`config.mk`:
```
export PLATFORM = sky130hd
export DESIGN_NAME = ddr_init_seq
export DESIGN_NICKNAME = d
export VERILOG_FILES = /design/src/rtl/ddr_init_seq.sv
export SDC_FILE = /design/constraint.sdc
export NUM_CORES = 1
export LEC_CHECK = 0
export BUFFER_PORTS_ARGS = -buffer_cell sky130_fd_sc_hd__buf_2
export CORE_UTILIZATION = 44
export CTS_CLUSTER_SIZE = 10
export DETAILED_ROUTE_END_ITERATION = 8
export HOLD_SLACK_MARGIN = 0.1
export PLACE_DENSITY = 0.75
export SLEW_MARGIN = 15
export SYNTH_ARGS = -nofsm -noshare
export SYNTH_HDL_FRONTEND = slang
export SYNTH_SLANG_ARGS = --single-unit
```
`constraint.sdc`:
```
create_clock -name clk -period 6.5 [get_ports clk]
set_clock_uncertainty 0.2 [all_clocks]
set_input_delay 0.325 -clock clk [delete_from_list [all_inputs] [get_ports clk]]
set_output_delay 0.325 -clock clk [all_outputs]
set_load 0.01 [all_outputs]
```
`src/rtl/ddr_init_seq.sv`:
```
// ddr_init_seq
//   DDR SDRAM power-up initialisation sequencer for the 133 MHz memory domain.
//   After reset is released it holds CKE low for INIT_WAIT cycles, then walks the
//   JEDEC power-up command list (PRECHARGE ALL, EMR, MR with DLL reset, PRECHARGE
//   ALL, two AUTO REFRESH, MR) and raises initDone once the DLL has settled.
//
//   Optional feature macro: DDR_AUTO_REFRESH_EN
//     defined   -> periodic refresh requests with a refReq/refAck/refBusy handshake
//     undefined -> refReq = refBusy = 0, refAck ignored, NOP forever after DONE
//
// Ports
//   clk       in   memory clock, rising edge
//   rstN      in   synchronous active-low reset
//   cke       out  SDRAM clock enable
//   csN, rasN, casN, weN  out  SDRAM command
//   ba        out  [1:0]  bank address
//   addr      out  [12:0] SDRAM address
//   initDone  out  power-up sequence complete (sticky until reset)
//   refReq    out  refresh due
//   refAck    in   controller hands the command bus over for refresh
//   refBusy   out  this block owns the command bus for refresh
//
// state    | meaning
// ---------+-----------------------------------------------------------
// WAIT_CKE | CKE low, DESELECT, counting INIT_WAIT
// CKE_NOP  | CKE just raised, one NOP
// PRE1     | first PRECHARGE ALL issued, waiting T_RP
// EMR      | LOAD MODE (extended) issued, waiting T_MRD
// MR_RST   | LOAD MODE with DLL reset issued, waiting T_MRD
// PRE2     | second PRECHARGE ALL issued, waiting T_RP
// REF1     | first AUTO REFRESH issued, waiting T_RFC
// REF2     | second AUTO REFRESH issued, waiting T_RFC
// DLL_WT   | final LOAD MODE issued, waiting DLL_WAIT
// DONE     | initialised, bus idle (NOP)
// RF_PRE   | refresh: PRECHARGE ALL issued, waiting T_RP
// RF_REF   | refresh: AUTO REFRESH issued, waiting T_RFC

module ddr_init_seq #(
  parameter int unsigned INIT_WAIT    = 26600,
  parameter int unsigned T_RP         = 3,
  parameter int unsigned T_MRD        = 2,
  parameter int unsigned T_RFC        = 10,
  parameter int unsigned DLL_WAIT     = 200,
  parameter logic [12:0] MODE_REG     = 13'h021,
  parameter logic [12:0] EXT_MODE     = 13'h000,
  parameter int unsigned REF_INTERVAL = 1040
) (
  input  logic        clk,
  input  logic        rstN,
  output logic        cke,
  output logic        csN,
  output logic        rasN,
  output logic        casN,
  output logic        weN,
  output logic [1:0]  ba,
  output logic [12:0] addr,
  output logic        initDone,
  output logic        refReq,
  input  logic        refAck,
  output logic        refBusy
);

  localparam logic [3:0] WAIT_CKE = 4'd0;
  localparam logic [3:0] CKE_NOP  = 4'd1;
  localparam logic [3:0] PRE1     = 4'd2;
  localparam logic [3:0] EMR      = 4'd3;
  localparam logic [3:0] MR_RST   = 4'd4;
  localparam logic [3:0] PRE2     = 4'd5;
  localparam logic [3:0] REF1     = 4'd6;
  localparam logic [3:0] REF2     = 4'd7;
  localparam logic [3:0] DLL_WT   = 4'd8;
  localparam logic [3:0] DONE     = 4'd9;
`ifdef DDR_AUTO_REFRESH_EN
  localparam logic [3:0] RF_PRE   = 4'd10;
  localparam logic [3:0] RF_REF   = 4'd11;
`endif

  // {csN, rasN, casN, weN}
  localparam logic [3:0] CMD_DESEL = 4'b1111;
  localparam logic [3:0] CMD_NOP   = 4'b0111;
  localparam logic [3:0] CMD_PRE   = 4'b0010;
  localparam logic [3:0] CMD_REF   = 4'b0001;
  localparam logic [3:0] CMD_LMR   = 4'b0000;

  localparam logic [12:0] ADDR_PRE_ALL = 13'h0400;  // A10 selects all banks
  localparam logic [12:0] ADDR_A8      = 13'h0100;  // DLL reset bit in MR

  // Counter load values: a wait of N cycles loads N-1 on the issue cycle.
  localparam logic [15:0] LD_INIT = 16'(INIT_WAIT - 1);
  localparam logic [15:0] LD_RP   = 16'(T_RP - 1);
  localparam logic [15:0] LD_MRD  = 16'(T_MRD - 1);
  localparam logic [15:0] LD_RFC  = 16'(T_RFC - 1);
  localparam logic [15:0] LD_DLL  = 16'(DLL_WAIT - 1);

  logic [3:0]  state;
  logic [15:0] cnt;
  logic        started;  // first cycle out of reset loads the CKE-low wait
  logic [3:0]  cmdQ;

  assign {csN, rasN, casN, weN} = cmdQ;

`ifdef DDR_AUTO_REFRESH_EN
  localparam logic [15:0] LD_REFI = 16'(REF_INTERVAL - 1);

  logic [15:0] refCnt;
  logic        refPend;
  logic        refExpire;
  logic        ackTake;
  logic        busyEnd;

  always_comb begin
    refExpire = initDone && (refCnt == '0);
    ackTake   = refReq && !refBusy && refAck;
    busyEnd   = (state == RF_REF) && (cnt == '0);
  end
`else
  logic unusedRefAck;
  assign unusedRefAck = refAck & (REF_INTERVAL != 0);
  assign refReq  = 1'b0;
  assign refBusy = 1'b0;
`endif

  always_ff @(posedge clk) begin
    if (!rstN) begin
      state    <= WAIT_CKE;
      cnt      <= '0;
      started  <= 1'b0;
      cke      <= 1'b0;
      cmdQ     <= CMD_DESEL;
      ba       <= 2'b00;
      addr     <= '0;
      initDone <= 1'b0;
`ifdef DDR_AUTO_REFRESH_EN
      refCnt   <= '0;
      refPend  <= 1'b0;
      refReq   <= 1'b0;
      refBusy  <= 1'b0;
`endif
    end else begin
      cmdQ <= CMD_NOP;
      ba   <= 2'b00;
      addr <= '0;
      if (cnt != '0) cnt <= cnt - 16'd1;

      case (state)
        WAIT_CKE: begin
          cmdQ <= CMD_DESEL;
          if (!started) begin
            started <= 1'b1;
            cnt     <= LD_INIT;
          end else if (cnt == '0) begin
            cke   <= 1'b1;
            cmdQ  <= CMD_NOP;
            state <= CKE_NOP;
          end
        end
        CKE_NOP: begin
          cmdQ  <= CMD_PRE;
          addr  <= ADDR_PRE_ALL;
          cnt   <= LD_RP;
          state <= PRE1;
        end
        PRE1: if (cnt == '0) begin
          cmdQ  <= CMD_LMR;
          ba    <= 2'b01;
          addr  <= EXT_MODE;
          cnt   <= LD_MRD;
          state <= EMR;
        end
        EMR: if (cnt == '0) begin
          cmdQ  <= CMD_LMR;
          addr  <= MODE_REG | ADDR_A8;
          cnt   <= LD_MRD;
          state <= MR_RST;
        end
        MR_RST: if (cnt == '0) begin
          cmdQ  <= CMD_PRE;
          addr  <= ADDR_PRE_ALL;
          cnt   <= LD_RP;
          state <= PRE2;
        end
        PRE2: if (cnt == '0) begin
          cmdQ  <= CMD_REF;
          cnt   <= LD_RFC;
          state <= REF1;
        end
        REF1: if (cnt == '0) begin
          cmdQ  <= CMD_REF;
          cnt   <= LD_RFC;
          state <= REF2;
        end
        REF2: if (cnt == '0) begin
          cmdQ  <= CMD_LMR;
          addr  <= MODE_REG & ~ADDR_A8;
          cnt   <= LD_DLL;
          state <= DLL_WT;
        end
        DLL_WT: if (cnt == '0) begin
          initDone <= 1'b1;
          state    <= DONE;
`ifdef DDR_AUTO_REFRESH_EN
          refCnt   <= LD_REFI;
`endif
        end
`ifdef DDR_AUTO_REFRESH_EN
        DONE: if (ackTake) begin
          refBusy <= 1'b1;
          cmdQ    <= CMD_PRE;
          addr    <= ADDR_PRE_ALL;
          cnt     <= LD_RP;
          state   <= RF_PRE;
        end
        RF_PRE: if (cnt == '0) begin
          cmdQ  <= CMD_REF;
          cnt   <= LD_RFC;
          state <= RF_REF;
        end
        RF_REF: if (cnt == '0) begin
          refBusy <= 1'b0;
          state   <= DONE;
        end
`else
        DONE: ;
`endif
        default: state <= WAIT_CKE;
      endcase

`ifdef DDR_AUTO_REFRESH_EN
      // Interval timer free-runs once initialised, independent of the handshake.
      if (initDone) refCnt <= (refCnt == '0) ? LD_REFI : refCnt - 16'd1;

      // One pending slot absorbs an expiry while a request is outstanding or a
      // refresh is in progress; it is replayed as refBusy drops.
      if (busyEnd) begin
        refReq  <= refPend | refExpire;
        refPend <= refPend & refExpire;
      end else if (refReq || refBusy) begin
        if (ackTake) refReq <= 1'b0;
        if (refExpire) refPend <= 1'b1;
      end else if (refExpire) begin
        refReq <= 1'b1;
      end
`endif
    end
  end

endmodule

```
==> flow_metrics.tcl, run 1 <==
set metrics [dict create \
    period_minus_slack_ps 2820 \
    numClockSinks 31 \
    syn_area_per_cell_um2 8.44 \
    drt.antenna.violating_nets 0 \
    initial_core_util_pct 46.7 \
    seq_area_frac_synth_pct 35.5 \
    synthArstFlopShare_pct 0 \
    rrSetupSlack_ps 3680 \
    io_buffers 12 \
    powerDensity_nw_per_um2 229 \
    setup_viol 0 \
    synth-edff-count 0 \
    rows 22 \
    grt_pass1_vias 1105 \
    cts_setup_buffers 0 \
    cts_hold_buffers 0 \
    p_leak_nw 0.709 \
    crit_start "cnt[0]" \
    numCtsBuffers 5 \
    gp_congestion 0.883 \
    slew_viol_final 0 \
    hold_violations 0 \
    vias 1392 \
    hold_path_depth 2 \
    synthAdderAreaFrac_pct 2.87 \
    end_kind "flip-flop" \
    layout.nets 222 \
    fin_util_pct 49.4 \
    grt_max_degree 23 \
    die_area_um2 4230 \
    synth_compound_area_share_pct 16.5 \
    detail_route.wl_per_cell_um 12.0 \
    setup_tns_ps 0 \
    layout_commonest_cell "dfxtp_1" \
    final.period_utilization_pct 43.3 \
    hold_path_class "in2reg" \
    nFillCells 372 \
    muxShareOfSynthArea_pct 0 \
    r2r-end "cnt[0]" \
    dominantRegCellSynth "dfxtp_1" \
    antenna_cells 0 \
    synth_top_family_by_area "simple AND/OR/NAND/NOR gates" \
    required_ps 6510 \
    ff_latch_area_um2 621 \
    first_iter_violations 45 \
    io_pins 26 \
    cp-endpoint "cnt[0]" \
    outcome "finished, final reports clean" \
    cap_violations 0 \
    synth_cell_types 52 \
    layout_common_cells "dfxtp_1 (31), nor2_1 (21), nand2_1 (15)" \
    die_y_um 65.0 \
    core_um2 3740 \
    antenna_found_initial 0 \
    grt_first_pass_wirelength_um 5190 \
    grt.total_usage_pct 16.2 \
    rsz0062_at_grt "no" \
    tightest_slew_ps 659 \
    path_clk_slew_ps 60 \
    grt-ovfl-total 0 \
    cts_root_buf "clkbuf_8" \
    multi_input_area_um2 981 \
    wirelength_um 3180 \
    cp.arrival_ps 2830 \
    clk_latency_ps 280 \
    cts_max_path_buffers 2 \
    synth_area_um2 1750 \
    viasPerCell 5.27 \
    yosys_register_bits 31 \
    hpwl_um 2310 \
    area_growth_pct 5.95 \
    die_w_um 65.0 \
    ff2ff_path_depth 11 \
    worstSetupPathType "reg2reg" \
    yosysWarnings 0 \
    htree_levels 2 \
    fmax_mhz 355 \
    synth_xor_area_share_pct 7.02 \
    cp-start-kind "flip-flop" \
    peakVddDrop_v 0.000154 \
    cts_tree "done" \
    maxSlewHeadroom_pct 56.0 \
    cp_max_fo 17 \
    rr_startpoint "cnt[0]" \
    synth-simple-area-share_pct 27.1 \
    drc 0 \
    synthCells 207 \
    firstDrtPassIters 4 \
    drive_above_1_share_pct 14.4 \
    post_cts_resized 0 \
]
## routing by layer
metal	track usage, %	part of all wire, %	vias up	wire length [µm]
li1	-	-	725	-
met1	22.7	50	628	1590
met2	23.6	45	35	1410
met3	4.93	4.3	4	136
met4	5.00	0.98	0	31
met5	0	0	-	0
## final cells by class
| type | count | share of cell area (%) |
|---|---|---|
| clock buffers | 8 | 5.41 |
| inverters | 7 | 1.56 |
| multi-input cells | 158 | 53.0 |
| flip-flops and latches | 31 | 33.5 |
| well taps | 48 | 3.25 |
| repair buffers | 12 | 3.25 |
## stage by stage
stage          total power, mW  instance area (µm²)  hold slack [ps]  std cells  setup WS (ps)
6_report                 0.423                 1850              175        264           3680
5_1_grt                  0.442                 1850              194        264           3410
4_1_cts                  0.425                 1850              177        264           3660
3_5_place_dp             0.263                 1750              278        256           3690
3_3_place_gp             0.262                 1750              275        256           3720
2_1_floorplan            0.259                 1790              253        218           4330
## worst min-delay path by stage
stage / endpoint / startpoint
after floorplan: initDone / rstN
after global placement: initDone / initDone
after detailed placement: cke / cke
after CTS: cmdQ[3] / rstN
after global routing: cmdQ[3] / rstN
final: cmdQ[3] / rstN
## power by group
group	internal [mW]	total [mW]	switching, mW	leakage, nW
clock network	0.0965	0.164	0.0675	0.0515
logic	0.0226	0.0515	0.0289	0.404
registers	0.198	0.208	0.00962	0.254
total	0.317	0.423	0.106	0.709
## Yosys cell counts (all sizes together) (3+ instances only)
cell type / instances / area share [%]
dfxtp: 31 / 36
nor2: 21 / 4.5
buf: 20 / 8.6
nand2: 15 / 3.2
a21oi: 14 / 4.2
xnor2: 10 / 5.0
nor3: 9 / 2.9
o21ai: 8 / 2.7
inv: 7 / 1.6
nor4: 7 / 4.1
nand3: 6 / 2.0
nor2b: 6 / 2.1
ha: 4 / 2.9
nand4: 4 / 1.4
o21a: 4 / 1.7
xor2: 4 / 2.0
a31oi: 3 / 1.1
o22ai: 3 / 1.1
## flip-flops by register name, summed over array words and instances (netlist names)
name	cells
ba	1
cke	1
cmdQ	4
started	1
addr	3
cnt	16
state	4
initDone	1
## kinds of logic after synthesis
group	Yosys count
buffers and inverters	29
other	1
and+or+nand+nor	84
AOI/OAI and AO/OA	44
xor gates and xnor gates	14
DFF	31
adders and majority gates	4
## worst max-delay path: stages (launching register included)
cell and delay [ps]:
dfxtp_1 330, inv_1 110, ha_1 180, nor4b_1 300, and4_1 660, inv_4 140
ha_1 230, nor2b_1 110, a21oi_1 50, o22ai_1 190, o21ai_0 110, a21oi_1 140
(Power assumes the default switching activity.)
==> run 2, diff against run 1 <==
clock period = 2.8 ns   (was 6.5 ns; I/O delays follow)
==> run 2 against run 1 <==
Sequential share of layout area decreased by 0.29 points. Final area increased by 0.88%. Die area unchanged. Combinational power increased by 150%. Critical path type unchanged. Largest power group unchanged.
==> flow_metrics.tcl, run 2 (synthesized netlist as in run 1, its figures left out) <==
set metrics [dict create \
    cts_max_path_buffers 2 \
    p_seq_share_pct 50.6 \
    holdPathEnd "initDone" \
    drive_above_1_share_pct 15.9 \
    rsz0062_at_grt "no" \
    min-delay-start "initDone" \
    die_area_um2 4230 \
    drt.antenna.violating_nets 0 \
    fin_cells 268 \
    r2r-end "cnt[0]" \
    htree_levels 2 \
    regMostFlops "cnt" \
    critPathTopFamily "simple AND/OR/NAND/NOR gates" \
    final.period_utilization_pct 85.2 \
    firstDrtPassIters 4 \
    path_cells "inv_1 > ha_1 > nor4b_1 > and4_1 > inv_4 > ha_1 > nor2b_1 > a21oi_1 > o22ai_1 > o21ai_0 > a21oi_1" \
    largest_reg_flops 16 \
    cp-start-kind "flip-flop" \
    dp_cells 259 \
    ff2ff_path_depth 11 \
    totalPowerFinal_mw 0.953 \
    numCtsBuffers 5 \
    required_ps 2830 \
    tightest_slew_ps 652 \
    io_buffers 12 \
    outcome "finished, final reports clean" \
    hold_path_depth 2 \
    fmax_mhz 419 \
    path_clk_slew_ps 70 \
    setup_ws_ps 414 \
    cp_max_fo 10 \
    p_sw_share_pct 27.9 \
    clk_latency_ps 290 \
    powerDensity_nw_per_um2 510 \
    nFillCells 401 \
    rrSetupSlack_ps 410 \
    layout.nets 226 \
    crit_buf_inv 2 \
    grt_max_degree 23 \
    period_minus_slack_ps 2390 \
    biggestRegsByFlops "cnt (16), cmdQ (4), state (4)" \
    numClockSinks 31 \
    rr_startpoint "cnt[0]" \
    dp_slack_ps 463 \
    first_iter_violations 41 \
    hpwl_um 2370 \
    initial_core_util_pct 46.7 \
    cp.arrival_ps 2420 \
    grt_first_pass_wirelength_um 5710 \
    wirelength_um 3400 \
    maxSlewHeadroom_pct 56.4 \
    hold_path_class "reg2reg" \
    layout_common_cells "dfxtp_1 (31), nor2_1 (21), nand2_1 (15)" \
    viasPerCell 5.22 \
    holdWs_ps 297 \
    multi_input_area_um2 981 \
    power.switching_mw 0.266 \
    detail_route.wl_per_cell_um 12.7 \
    drc 0 \
    slew_viol_final 0 \
    hold_violations 0 \
    end_kind "flip-flop" \
    crit_slowest_cell "dfxtp_1" \
    p_leak_nw 0.725 \
    clockPowerShare_pct 36.1 \
    worstSetupPathType "reg2reg" \
    antenna_cells 0 \
    core_um2 3740 \
    die_w_um 65.0 \
    die_y_um 65.0 \
    area_growth_pct 6.88 \
    setup_viol 0 \
    vias 1399 \
    slowest_delay_ps 330 \
    cap_violations 0 \
    grt_pass1_vias 1204 \
    rows 22 \
    io_pins 26 \
    pwr-share-comb_pct 13.4 \
    setup_tns_ps 0 \
    gp_congestion 0.871 \
    ff_latch_area_um2 621 \
    peakVddDrop_v 0.000317 \
    grt.total_usage_pct 18.2 \
    cts_root_buf "clkbuf_8" \
    p_int_mw 0.687 \
    antenna_found_initial 0 \
    grt-ovfl-total 0 \
    layout_commonest_cell "dfxtp_1" \
    cts_tree "done" \
]
==> run 2: cell types whose count changed in the layout (fill, tap and decap cells not counted) <==
cell | before | now
dlygate4sd3_1 | 0 | 1
clkbuf_8 | 7 | 5
clkbuf_1 | 1 | 0
clkinv_2 | 0 | 3
buf_4 | 0 | 3
==> run 2: final cells by class <==
type                            instances  area share (%)
Timing Repair Buffer                   16            4.96
Inverter                                7            1.54
Multi-Input combinational cell        158            52.5
Clock inverter                          3           0.804
Sequential cell                        31            33.2
Tap cell                               48            3.22
Clock buffer                            5            3.69
==> run 2: how the worst max path moves through the flow <==
stage           start  endpoint  cells after the start
6_report       cnt[0]    cnt[0]                     11
3_5_place_dp   cnt[0]    cnt[0]                     11
5_1_grt        cnt[0]    cnt[0]                     11
4_1_cts        cnt[0]    cnt[0]                     11
2_1_floorplan  cnt[0]    cnt[0]                     12
3_3_place_gp   cnt[0]    cnt[0]                     11
==> run 2: per-layer routing <==
metal / part of all wire [%] / track usage, % / up-vias
met2: 43 / 26.0 / 34
met1: 49 / 24.4 / 628
met4: 1.8 / 9.17 / 0
met5: 0 / 0 / -
li1: - / - / 730
met3: 6.3 / 5.46 / 7
==> run 2: metrics by stage <==
step	instance area, µm²	utilization (%)
floorplan	1790	-
CTS	1870	49.9
global route	1870	49.9
finish	1870	49.9
detailed placement	1770	47.4
global placement	1770	47.4
==> run 2: worst register-to-register path, delay by kind of cell, from the launching register on <==
family / cells / cell delay, ps
simple gates: 3 / 700
buf+inv: 2 / 200
compound gates: 4 / 530
fa+ha+maj: 2 / 370
flops: 1 / 330
==> run 2: power by group through the flow <==
stage	clock, mW	combinational, mW	sequential, mW
floorplan	0	0.116	0.486
CTS	0.349	0.127	0.482
finish	0.343	0.127	0.482
detailed placement	0	0.124	0.492
global route	0.367	0.142	0.485
global placement	0	0.123	0.491
==> run 2: timing repair <==
action	CTS	global route
endpoints found under the hold margin	13	0
hold buffers	1	0
buffers inserted	0	0
resized for setup	0	0
